`src/rtl/VX_cache_pkg.sv`:
```
// Shared cache types and default geometry for the per-bank memory request queue.
package VX_cache_pkg;

    localparam int unsigned CS_LINE_SIZE       = 16;
    localparam int unsigned CS_MREQ_SIZE       = 4;
    localparam int unsigned CS_MSHR_SIZE       = 4;
    localparam int unsigned CS_LINE_ADDR_WIDTH = 32 - $clog2(CS_LINE_SIZE);
    localparam int unsigned CS_MSHR_ID_W       = $clog2(CS_MSHR_SIZE);
    localparam int unsigned MREQ_PTR_W         = $clog2(CS_MREQ_SIZE) + 1;

    typedef struct packed {
        logic [CS_LINE_ADDR_WIDTH-1:0] addr;
        logic                          rw;
        logic [CS_LINE_SIZE-1:0]       byteen;
        logic [CS_LINE_SIZE*8-1:0]     data;
        logic [CS_MSHR_ID_W-1:0]       tag;
    } mreq_entry_t;

endpackage

```
`src/rtl/vx_cache_mreq_match.sv`:
```
// Per-entry comparator array: flags any valid queued writeback whose line address
// equals the lookup address.
module vx_cache_mreq_match #(
    parameter int unsigned NUM_ENTRIES = 4,
    parameter int unsigned ADDR_WIDTH  = 28
) (
    input  logic [NUM_ENTRIES-1:0]            valid,
    input  logic [NUM_ENTRIES-1:0]            rw,
    input  logic [NUM_ENTRIES*ADDR_WIDTH-1:0] addr,
    input  logic [ADDR_WIDTH-1:0]             lookup_addr,
    output logic                              pending
);

    logic [NUM_ENTRIES-1:0] hit;

    always_comb begin
        hit = '0;
        for (int i = 0; i < NUM_ENTRIES; i++) begin
            hit[i] = valid[i] & rw[i]
                   & (addr[i*ADDR_WIDTH +: ADDR_WIDTH] == lookup_addr);
        end
    end

    assign pending = |hit;

endmodule

```
`src/rtl/vx_cache_mreq_queue.sv`:
```
// Per-bank FIFO of fill reads and dirty writebacks toward memory.
// Define VX_CACHE_MREQ_COALESCE_EN to merge same-line writes into the tail entry.
module vx_cache_mreq_queue
    import VX_cache_pkg::*;
#(
    parameter int unsigned LINE_SIZE          = CS_LINE_SIZE,
    parameter int unsigned MREQ_SIZE          = CS_MREQ_SIZE,
    parameter int unsigned MSHR_SIZE          = CS_MSHR_SIZE,
    parameter int unsigned ALM_FULL_MARGIN    = 2,
    parameter int unsigned CS_LINE_ADDR_WIDTH = VX_cache_pkg::CS_LINE_ADDR_WIDTH,
    localparam int unsigned IDX_W             = $clog2(MREQ_SIZE),
    localparam int unsigned PTR_W             = IDX_W + 1,
    localparam int unsigned TAG_W             = $clog2(MSHR_SIZE)
) (
    input  logic                          clk,
    input  logic                          reset,

    input  logic                          enq_valid,
    input  logic [CS_LINE_ADDR_WIDTH-1:0] enq_addr,
    input  logic                          enq_rw,
    input  logic [LINE_SIZE-1:0]          enq_byteen,
    input  logic [LINE_SIZE*8-1:0]        enq_data,
    input  logic [TAG_W-1:0]              enq_id,
    output logic                          enq_ready,
    output logic                          enq_almost_full,

    output logic                          mem_req_valid,
    output logic [CS_LINE_ADDR_WIDTH-1:0] mem_req_addr,
    output logic                          mem_req_rw,
    output logic [LINE_SIZE-1:0]          mem_req_byteen,
    output logic [LINE_SIZE*8-1:0]        mem_req_data,
    output logic [TAG_W-1:0]              mem_req_tag,
    input  logic                          mem_req_ready,

    input  logic [CS_LINE_ADDR_WIDTH-1:0] lookup_addr,
    output logic                          lookup_pending,

    output logic [PTR_W-1:0]              count
);

    logic [PTR_W-1:0]     rd_ptr_q, rd_ptr_d, wr_ptr_q, wr_ptr_d;
    logic [MREQ_SIZE-1:0] valid_q, valid_d;
    mreq_entry_t          mem_q [MREQ_SIZE];

    logic [IDX_W-1:0] rd_idx, wr_idx, tail_idx;
    logic             empty, full, pop, merge_ok, enq_fire, alloc;
    mreq_entry_t      head, tail, new_entry, merged_entry;

    assign rd_idx   = rd_ptr_q[IDX_W-1:0];
    assign wr_idx   = wr_ptr_q[IDX_W-1:0];
    assign tail_idx = wr_idx - IDX_W'(1);
    assign head     = mem_q[rd_idx];
    assign tail     = mem_q[tail_idx];

    assign empty = (rd_ptr_q == wr_ptr_q);
    assign full  = (rd_idx == wr_idx) && (rd_ptr_q[IDX_W] != wr_ptr_q[IDX_W]);
    assign pop   = ~empty & mem_req_ready;

`ifdef VX_CACHE_MREQ_COALESCE_EN
    // A single-entry queue whose head is leaving cannot absorb a merge.
    assign merge_ok = enq_valid & enq_rw & valid_q[tail_idx] & tail.rw
                    & (tail.addr == enq_addr) & ~(pop & (tail_idx == rd_idx));
`else
    assign merge_ok = 1'b0;
`endif

    assign enq_ready = ~full | merge_ok;
    assign enq_fire  = enq_valid & enq_ready;
    assign alloc     = enq_fire & ~merge_ok;

    always_comb begin
        new_entry        = '0;
        new_entry.addr   = enq_addr;
        new_entry.rw     = enq_rw;
        new_entry.byteen = enq_rw ? enq_byteen : '0;
        new_entry.data   = enq_rw ? enq_data : '0;
        new_entry.tag    = enq_rw ? '0 : enq_id;

        merged_entry        = tail;
        merged_entry.byteen = tail.byteen | enq_byteen;
        for (int b = 0; b < LINE_SIZE; b++) begin
            if (enq_byteen[b]) merged_entry.data[b*8 +: 8] = enq_data[b*8 +: 8];
        end
    end

    always_comb begin
        rd_ptr_d = rd_ptr_q + PTR_W'(pop);
        wr_ptr_d = wr_ptr_q + PTR_W'(alloc);
        valid_d  = valid_q;
        if (pop)   valid_d[rd_idx] = 1'b0;
        if (alloc) valid_d[wr_idx] = 1'b1;
    end

    always_ff @(posedge clk) begin
        if (!reset) begin
            rd_ptr_q <= '0;
            wr_ptr_q <= '0;
            valid_q  <= '0;
        end else begin
            rd_ptr_q <= rd_ptr_d;
            wr_ptr_q <= wr_ptr_d;
            valid_q  <= valid_d;
        end
    end

    // Payload storage needs no reset; validity is tracked by pointers and valid_q.
    always_ff @(posedge clk) begin
        if (alloc) begin
            mem_q[wr_idx] <= new_entry;
        end else if (enq_fire && merge_ok) begin
            mem_q[tail_idx] <= merged_entry;
        end
    end

    assign mem_req_valid  = ~empty;
    assign mem_req_addr   = head.addr;
    assign mem_req_rw     = head.rw;
    assign mem_req_byteen = head.byteen;
    assign mem_req_data   = head.data;
    assign mem_req_tag    = head.tag;

    assign count           = wr_ptr_q - rd_ptr_q;
    assign enq_almost_full = (count >= PTR_W'(MREQ_SIZE - ALM_FULL_MARGIN));

    logic [MREQ_SIZE-1:0]                    ent_rw;
    logic [MREQ_SIZE*CS_LINE_ADDR_WIDTH-1:0] ent_addr;

    always_comb begin
        ent_rw   = '0;
        ent_addr = '0;
        for (int i = 0; i < MREQ_SIZE; i++) begin
            ent_rw[i] = mem_q[i].rw;
            ent_addr[i*CS_LINE_ADDR_WIDTH +: CS_LINE_ADDR_WIDTH] = mem_q[i].addr;
        end
    end

    vx_cache_mreq_match #(
        .NUM_ENTRIES (MREQ_SIZE),
        .ADDR_WIDTH  (CS_LINE_ADDR_WIDTH)
    ) u_match (
        .valid       (valid_q),
        .rw          (ent_rw),
        .addr        (ent_addr),
        .lookup_addr (lookup_addr),
        .pending     (lookup_pending)
    );

endmodule

```
`config.mk`:
```
export PLATFORM = sky130hd
export DESIGN_NAME = vx_cache_mreq_queue
export DESIGN_NICKNAME = d
export VERILOG_FILES = /design/src/rtl/VX_cache_pkg.sv /design/src/rtl/vx_cache_mreq_match.sv /design/src/rtl/vx_cache_mreq_queue.sv
export SDC_FILE = /design/constraint.sdc
export NUM_CORES = 1
export LEC_CHECK = 0
export CAP_MARGIN = 20
export CORE_AREA = 3 3 243 245
export CTS_CLUSTER_DIAMETER = 80
export DETAILED_ROUTE_END_ITERATION = 10
export DIE_AREA = 0 0 246 248
export PLACE_DENSITY = 0.68
export SYNTH_ARGS = -nofsm -noshare
export SYNTH_HDL_FRONTEND = slang
export SYNTH_SLANG_ARGS = --single-unit
```
`constraint.sdc`:
```
create_clock -name clk -period 36.6 [get_ports clk]
set_clock_uncertainty 0.05 [all_clocks]
set_input_delay 5.49 -clock clk [delete_from_list [all_inputs] [get_ports clk]]
set_output_delay 5.49 -clock clk [all_outputs]
set_load 0.05 [all_outputs]
```
==> results.toml, run 1 <==
[cts]
clkLatencyLatePin_ns = 0.61
clock_sink_count = 710
post_cts.resized_instances = 0
number_of_buffers_inserted_during_clock_tree_synthesis = 73
clk_pin_slew_worst_paths_ns = 0.06
postCtsHoldBufs = 0
cts_tree = "built"
clock_tree.buffer_depth = 3
post-cts-setup-buffer-count = 0
ctsHtreeMaxLevel = 3
clk_root_buffer_cell = "sky130_fd_sc_hd__clkbuf_16"

[route]
detail-route-antenna-nets = 0
initialDrtViolationCount = 965
detailroute.via_count = 13630
post-route-drc-count = 0
routed_wirelength_um = 60270
drtPass1Iterations = 4
vias_per_cell = 5.368
wl_per_cell_um = 23.74

[logic_synthesis]
synth.lib_cells_used.distinct = 25
yosysTopAreaCell = "sky130_fd_sc_hd__edfxtp_1"
synthesis.instances = 1287
synth_edf_count = 700
synthesis_stage_register_bit_count = 710
syn_area_sq_um = 27930
ys_top_cells_by_area = "sky130_fd_sc_hd__edfxtp_1 75%, sky130_fd_sc_hd__mux4_2 14%, sky130_fd_sc_hd__and2_1 3.4%, sky130_fd_sc_hd__xor2_1 2.5%, sky130_fd_sc_hd__xnor2_1 1.2%"
synth_async_sr_flop_share = 0
ys_warn_count = 0
synth.yosys.seq_area_share = 0.7597
syn-num-nets = 1501
synth-main-ff-cell = "sky130_fd_sc_hd__edfxtp_1"
synthDominantCellAreaShare = 0.7525
postSynthAreaPerCell_sq_um = 21.70

[floorplan]
initial_core_util = 0.4870
fp.dieArea_sq_um = 61010
die_w_um = 246
top_level_ports = 389
cell_row_count = 88
die_h_um = 248
core_box_area_sq_um = 57370

[layout]
syn_to_final_growth_pct = 24.98
drive_above_1_share = 0.1735
finish.net_count = 1924
layout_common_cells = "700 x sky130_fd_sc_hd__edfxtp_1, 387 x sky130_fd_sc_hd__clkdlybuf4s50_1, 175 x sky130_fd_sc_hd__mux4_2, 150 x sky130_fd_sc_hd__and2_1, 79 x sky130_fd_sc_hd__xor2_1"
stdcell_area_sq_um = 34910
final_common_cell = "sky130_fd_sc_hd__edfxtp_1"

[timing]
timing.final.crit_share = 0.3724
post-route-worst-setup-slack_ns = 22.97
fin_setup_tns_ns = 0
slew_viol_final = 0
period_needed_ns = 13.63
timing.fmax_mhz = 73.36
unrepaired_setup_endpoints_after_global_routing = "false"
slew_headroom = 0.3074
tightestPinTransition_ns = 1.039
setup_viol = 0
timing_hold_violations_final = 0

[pwr]
ir_worst_vdd_v = 0.00005095
power.static_leakage_nw = 11.28
p_per_area_nw_per_um2 = 62.86
finalPower_mw = 2.195

[placed_design]
dp_hpwl_um = 36720
pre_cts_slack_ns = 23.01
placedInstanceArea_sq_um = 32660
port_buffers = 388
gpl.final_weighted_congestion = 0.8143

[run]
maxCapViolations = 0

[setup_path]
critical_path_class = "in2out"
critPathRequiredTime_ns = 31.06
worstSetupStartpointType = "input port"
wp_data_arrival_ns = 8.09
crit_path_max_fanout = 4
reg2reg_from = "rd_ptr_q[0]"
timing.critical_path.to_type = "output pin"
worstSetupStartpoint = "lookup_addr[0]"

[global_routing]
grt_first_pass_wirelength_um = 89010
first_global_vias = 14350
grt_max_degree = 94
grt_antenna_before_repair = 11
grt_util_all_layers = 0.1972
global_route.overflow_total = 0

[hold_path]
hold_path_startpoint = "valid_q[3]"
hp-class = "reg2reg"

[run_status]
status = "finished clean"
==> registers in the layout (all words and copies together) (netlist names) <==
name	count
rd_ptr_q	3
mem_q	700
wr_ptr_q	3
valid_q	4
==> kinds of logic after synthesis <==
family | synth area share
DFF | 0.7597
and+or+nand+nor | 0.04528
muxes | 0.1411
xor gates and xnor gates | 0.03668
buffers and inverters | 0.01165
AOI/OAI and AO/OA | 0.002240
adders and majority gates | 0.003404
==> Yosys cell counts, drive strengths merged, types with 7 or more instances <==
library cell and count:
xnor2 38, and2 150, nor4 20, nand4 16, clkbuf 23, dfxtp 10, buf 36, mux4 175
xor2 79, inv 7, edfxtp 700
==> final timing paths <==
check,cells past startpoint,end,slack [ns]
worst max-delay path,7,lookup_pending,22.97
worst min register to register,2,valid_q[3],0.57
worst min-delay path,2,valid_q[3],0.57
worst max register to register,9,mem_q[2][127],31.43
==> routing by layer <==
| metal | global-route usage | wire length [um] | vias up |
|---|---|---|---|
| met3 | 0.06407 | 5325 | 94 |
| li1 | - | - | 6076 |
| met5 | 0 | 70 | - |
| met4 | 0.06270 | 1287 | 10 |
| met2 | 0.3219 | 30350 | 424 |
| met1 | 0.2534 | 23230 | 7025 |
==> power breakdown <==
part | switching [mW] | internal (mW)
clock network | 0.298 | 0.393
logic | 0.335 | 0.209
registers | 0.0211 | 0.939
total | 0.654 | 1.54
==> per-stage QoR <==
stage / util / hold WS [ns] / cells
after floorplan: - / 0.4793 / 1287
after global placement: 0.5694 / 0.5505 / 2400
after detailed placement: 0.5694 / 0.5535 / 2400
after CTS: 0.6084 / 0.5670 / 2534
after global routing: 0.6085 / 0.5883 / 2537
final: 0.6086 / 0.5680 / 2539
==> critical path, stage by stage <==
cell and delay (ns):
sky130_fd_sc_hd__clkdlybuf4s50_1 0.53, sky130_fd_sc_hd__xor2_1 0.20, sky130_fd_sc_hd__nor4_1 0.41, sky130_fd_sc_hd__nand4_1 0.17
sky130_fd_sc_hd__nor4_1 0.26, sky130_fd_sc_hd__or4_1 0.20, sky130_fd_sc_hd__clkdlybuf4s50_1 0.82
==> area by class of cell <==
type                       count  area (sq um)
fill                        4112         22450
sequential                   710         21230
multi-input combinational    511          6414
timing repair buffer         407          4036
clock buffer                  92          1941
tap                          765         957.2
clock inverter                42         296.5
inverter                       7         26.28
antenna                        5         12.51
Power figures use the tool's default switching activity.
==> run 2, diff against run 1 <==
--- a/config.mk
+++ b/config.mk
@@ -10,7 +10,7 @@
 export CTS_CLUSTER_DIAMETER = 80
 export DETAILED_ROUTE_END_ITERATION = 10
 export DIE_AREA = 0 0 246 248
-export PLACE_DENSITY = 0.68
+export PLACE_DENSITY = 0.71
 export SYNTH_ARGS = -nofsm -noshare
 export SYNTH_HDL_FRONTEND = slang
 export SYNTH_SLANG_ARGS = --single-unit
==> constraint.sdc (replaced) <==
create_clock -name clk -period 12.5 [get_ports clk]
set_clock_uncertainty 0.05 [all_clocks]
set_input_delay 1.875 -clock clk [delete_from_list [all_inputs] [get_ports clk]]
set_output_delay 1.875 -clock clk [all_outputs]
set_load 0.05 [all_outputs]
==> results.toml, run 2 (synthesized netlist as in run 1, its figures left out) <==
[global_routing]
grt_util_all_layers = 0.1991
global_route.overflow_total = 0
first_global_vias = 14540
grt_antenna_before_repair = 10
grt_first_pass_wirelength_um = 90780
grt_max_degree = 155

[cts]
clk_pin_slew_worst_paths_ns = 0.05
post_cts.resized_instances = 0
clk_root_buffer_cell = "sky130_fd_sc_hd__clkbuf_16"
cts_tree = "built"
clock_tree.buffer_depth = 3
clkLatencyLatePin_ns = 0.58
postCtsHoldBufs = 0
number_of_buffers_inserted_during_clock_tree_synthesis = 73
clock_sink_count = 710
post-cts-setup-buffer-count = 0
ctsHtreeMaxLevel = 3

[setup_path]
worst-r2r-setup-slack_ns = 7.46
crit_path_max_fanout = 4
delay_of_the_slowest_critical_path_stage_ns = 0.82
wp_data_arrival_ns = 4.50
critPathRequiredTime_ns = 10.57
timing.critical_path.cells = "clkdlybuf4s50_1, xor2_1, nor4_1, nand4_1, nor4_1, or4_1, clkdlybuf4s50_1"
crit_buf_inv = 2
critical-path-top-delay-family = "buffers and inverters"
critical-path-slowest-cell = "sky130_fd_sc_hd__clkdlybuf4s50_1"
critical_path_class = "in2out"
worstSetupStartpointType = "input port"
timing.critical_path.to_type = "output pin"

[floorplan]
fp.dieArea_sq_um = 61010
die_h_um = 248
core_box_area_sq_um = 57370
top_level_ports = 389
die_w_um = 246
cell_row_count = 88
initial_core_util = 0.4870

[layout]
final_common_cell = "sky130_fd_sc_hd__edfxtp_1"
largest_reg_flops = 700
max_flop_register = "mem_q"
finish.net_count = 1923
biggestRegsByFlops = "mem_q: 700 flops, valid_q: 4 flops"
syn_to_final_growth_pct = 24.77
fin_cells = 2537
drive_above_1_share = 0.1659
layout_common_cells = "700 x sky130_fd_sc_hd__edfxtp_1, 387 x sky130_fd_sc_hd__clkdlybuf4s50_1, 175 x sky130_fd_sc_hd__mux4_2, 150 x sky130_fd_sc_hd__and2_1, 79 x sky130_fd_sc_hd__xor2_1"
filler_cell_count = 4080

[route]
routed_wirelength_um = 60720
drtPass1Iterations = 5
detailroute.via_count = 13780
detail-route-antenna-nets = 0
initialDrtViolationCount = 815
post-route-drc-count = 0
wl_per_cell_um = 23.93
vias_per_cell = 5.430

[pwr]
power.share.sequential = 0.439
total_switching_power_mw = 1.906
p_per_area_nw_per_um2 = 183.2
ir_worst_vdd_v = 0.0001214
internal-power_mw = 4.479
clockPowerShare = 0.310
swShare = 0.2985
power.static_leakage_nw = 11.23
finalPower_mw = 6.385
share_comb_of_total_power = 0.251

[timing]
timing.fmax_mhz = 155.5
slew_viol_final = 0
unrepaired_setup_endpoints_after_global_routing = "false"
fin_setup_tns_ns = 0
tightestPinTransition_ns = 1.155
slew_headroom = 0.2301
period_needed_ns = 6.430
setup_viol = 0
timing_hold_violations_final = 0
timing.final.crit_share = 0.5144

[placed_design]
gpl.final_weighted_congestion = 0.8566
place_inst = 2399
port_buffers = 388
dp_hpwl_um = 37140

[hold_path]
hp-class = "reg2reg"

[run]
maxCapViolations = 0

[run_status]
status = "finished clean"
-- run 2: final cells by class --
cell class	instances	area (sq um)	area share
clock inverter	35	235.2	0.006749
multi-input combinational	511	6414	0.1840
tap	765	957.2	0.02746
antenna	6	15.01	0.0004308
sequential	710	21230	0.6090
clock buffer	97	1938	0.05561
timing repair buffer	406	4041	0.1159
inverter	7	26.28	0.0007538
-- run 2: power by group through the flow --
stage | Sequential (mW) | Clock (mW) | Combinational (mW)
3_5_place_dp | 2.86 | 0 | 1.62
2_1_floorplan | 2.86 | 0 | 1.11
4_1_cts | 2.81 | 2.03 | 1.63
3_3_place_gp | 2.85 | 0 | 1.62
5_1_grt | 2.82 | 2.13 | 1.68
6_report | 2.80 | 1.98 | 1.60
-- run 2: final timing paths --
check | from | end | cells past startpoint
max | lookup_addr[23] | lookup_pending | 7
min | valid_q[1] | valid_q[1] | 2
max reg2reg | rd_ptr_q[0] | mem_q[3][74] | 9
min reg2reg | valid_q[1] | valid_q[1] | 2
-- run 2: stage by stage --
stage	setup slack [ns]	util	area (sq um)	hold slack [ns]
5_1_grt	5.986	0.6075	34850	0.5797
3_5_place_dp	6.114	0.5694	32670	0.5533
3_3_place_gp	6.091	0.5694	32670	0.5293
4_1_cts	6.086	0.6073	34840	0.5756
6_report	6.070	0.6076	34850	0.5582
2_1_floorplan	-2.340	-	27930	0.4793
-- run 2: per-layer routing --
| metal | vias to the layer above | wire [um] | global-route usage |
|---|---|---|---|
| li1 | 6081 | - | - |
| met4 | 10 | 1409 | 0.06270 |
| met5 | - | 65 | 0 |
| met2 | 426 | 30230 | 0.3261 |
| met1 | 7156 | 23980 | 0.2553 |
| met3 | 103 | 5037 | 0.06428 |
-- run 2: tightest hold or removal path, cell delays in order, from the launching register on --
cell and delay [ns]:
sky130_fd_sc_hd__dfxtp_1 0.35, sky130_fd_sc_hd__o21a_1 0.13, sky130_fd_sc_hd__o21a_1 0.09
==> run 3, diff against run 2 <==
==> constraint.sdc (replaced) <==
create_clock -name clk -period 5.2 [get_ports clk]
set_clock_uncertainty 0.05 [all_clocks]
set_input_delay 0.78 -clock clk [delete_from_list [all_inputs] [get_ports clk]]
set_output_delay 0.78 -clock clk [all_outputs]
set_load 0.05 [all_outputs]
==> results.toml, run 3 (synthesized netlist as in run 1, its figures left out) <==
[layout]
finish.net_count = 1921
biggestRegsByFlops = "mem_q: 700 flops, valid_q: 4 flops"
max_flop_register = "mem_q"
layout_common_cells = "700 x sky130_fd_sc_hd__edfxtp_1, 387 x sky130_fd_sc_hd__clkdlybuf4s50_1, 175 x sky130_fd_sc_hd__mux4_2, 150 x sky130_fd_sc_hd__and2_1, 79 x sky130_fd_sc_hd__xor2_1"
final_common_cell = "sky130_fd_sc_hd__edfxtp_1"
syn_to_final_growth_pct = 25.74
largest_reg_flops = 700
drive_above_1_share = 0.1762

[cts]
clk_pin_slew_worst_paths_ns = 0.05
clock_sink_count = 710
post_cts.resized_instances = 0
cts_tree = "built"
postCtsHoldBufs = 0
ctsHtreeMaxLevel = 3
clock_tree.buffer_depth = 3
number_of_buffers_inserted_during_clock_tree_synthesis = 73
clkLatencyLatePin_ns = 0.60
post-cts-setup-buffer-count = 0
clk_root_buffer_cell = "sky130_fd_sc_hd__clkbuf_16"

[timing]
slew_viol_final = 0
setup_viol = 0
tightestPinTransition_ns = 0.9757
timing.fmax_mhz = 240.0
timing_hold_violations_final = 0
period_needed_ns = 4.166
timing.final.crit_share = 0.8012
fin_setup_tns_ns = 0
whs_ns = 0.5707
slew_headroom = 0.3495
unrepaired_setup_endpoints_after_global_routing = "false"

[route]
highest-signal-layer = "met5"
detail-route-antenna-nets = 0
post-route-drc-count = 0
route.layer.met1.wl_um = 23990
wl_met2_um = 29650
initialDrtViolationCount = 823
drtPass1Iterations = 5
wl_per_cell_um = 24.21
vias_per_cell = 5.437
routed_wirelength_um = 61220
met3_routed_wirelength_um = 5825
detailroute.via_count = 13750

[pwr]
p_per_area_nw_per_um2 = 446.0
finalPower_mw = 15.67
ir_worst_vdd_v = 0.0004017
power.static_leakage_nw = 11.32

[setup_path]
critical-path-slowest-cell = "sky130_fd_sc_hd__clkdlybuf4s50_1"
delay_of_the_slowest_critical_path_stage_ns = 0.82
wp_data_arrival_ns = 3.34
critical_path_class = "in2out"
timing.critical_path.cells = "clkdlybuf4s50_1, xor2_1, nor4_1, nand4_1, nor4_1, or4_1, clkdlybuf4s50_1"
timing.critical_path.to_type = "output pin"
crit_path_max_fanout = 4
worstSetupStartpointType = "input port"
critPathRequiredTime_ns = 4.37

[floorplan]
die_w_um = 246
die_h_um = 248
initial_core_util = 0.4870
top_level_ports = 389
core_box_area_sq_um = 57370
fp.dieArea_sq_um = 61010
cell_row_count = 88

[global_routing]
grt_first_pass_wirelength_um = 91540
grt_util_all_layers = 0.2018
global_route.overflow_total = 0
first_global_vias = 14530
grt_max_degree = 144
grt_antenna_before_repair = 10

[run]
maxCapViolations = 0

[placed_design]
gpl.final_weighted_congestion = 0.8545
dp_hpwl_um = 37190
port_buffers = 388

[run_status]
status = "finished clean"

[hold_path]
hp-class = "reg2reg"
==> run 3: per-stage QoR <==
| step | area (sq um) | std cells | setup WS, ns | util |
|---|---|---|---|---|
| after CTS | 35110 | 2524 | 1.002 | 0.6121 |
| after global placement | 32830 | 2397 | 1.082 | 0.5722 |
| after global routing | 35120 | 2525 | 0.8982 | 0.6122 |
| after floorplan | 28020 | 1287 | -1.038 | - |
| final | 35120 | 2528 | 1.034 | 0.6123 |
| after detailed placement | 32830 | 2397 | 1.094 | 0.5722 |
==> run 3: layout make-up <==
type	instances	area, sq um
clock inverter	41	391.6
timing repair buffer	404	4139
sequential	710	21230
fill	3962	22240
multi-input combinational	511	6471
inverter	7	28.78
clock buffer	86	1897
tap	765	957.2
antenna	4	10.01
==> run 3: critical path, delay by kind of cell <==
family                 cells  cell delay [ns]
XOR/XNOR                   1             0.19
buffers and inverters      2             1.35
AND/OR/NAND/NOR            4             1.02
==> run 3: worst paths after layout <==
path             startpoint             end  slack (ns)  cells after the start
min              valid_q[1]      valid_q[1]        0.57                      2
min reg2reg      valid_q[1]      valid_q[1]        0.57                      2
max          lookup_addr[0]  lookup_pending        1.03                      7
max reg2reg     rd_ptr_q[1]   mem_q[3][126]        1.99                      9
==> run 3: power breakdown <==
group          total, mW  internal (mW)  switching, mW
Sequential          6.73           6.61          0.115
Combinational       3.92           1.50           2.42
Clock               5.02           2.92           2.10
Total               15.7           11.0           4.64
==> run 3: metal layers <==
| metal | global-route usage | vias up |
|---|---|---|
| met5 | 0 | - |
| met4 | 0.06391 | 14 |
| met3 | 0.07455 | 118 |
| met2 | 0.3146 | 460 |
| met1 | 0.2667 | 7080 |
| li1 | - | 6073 |
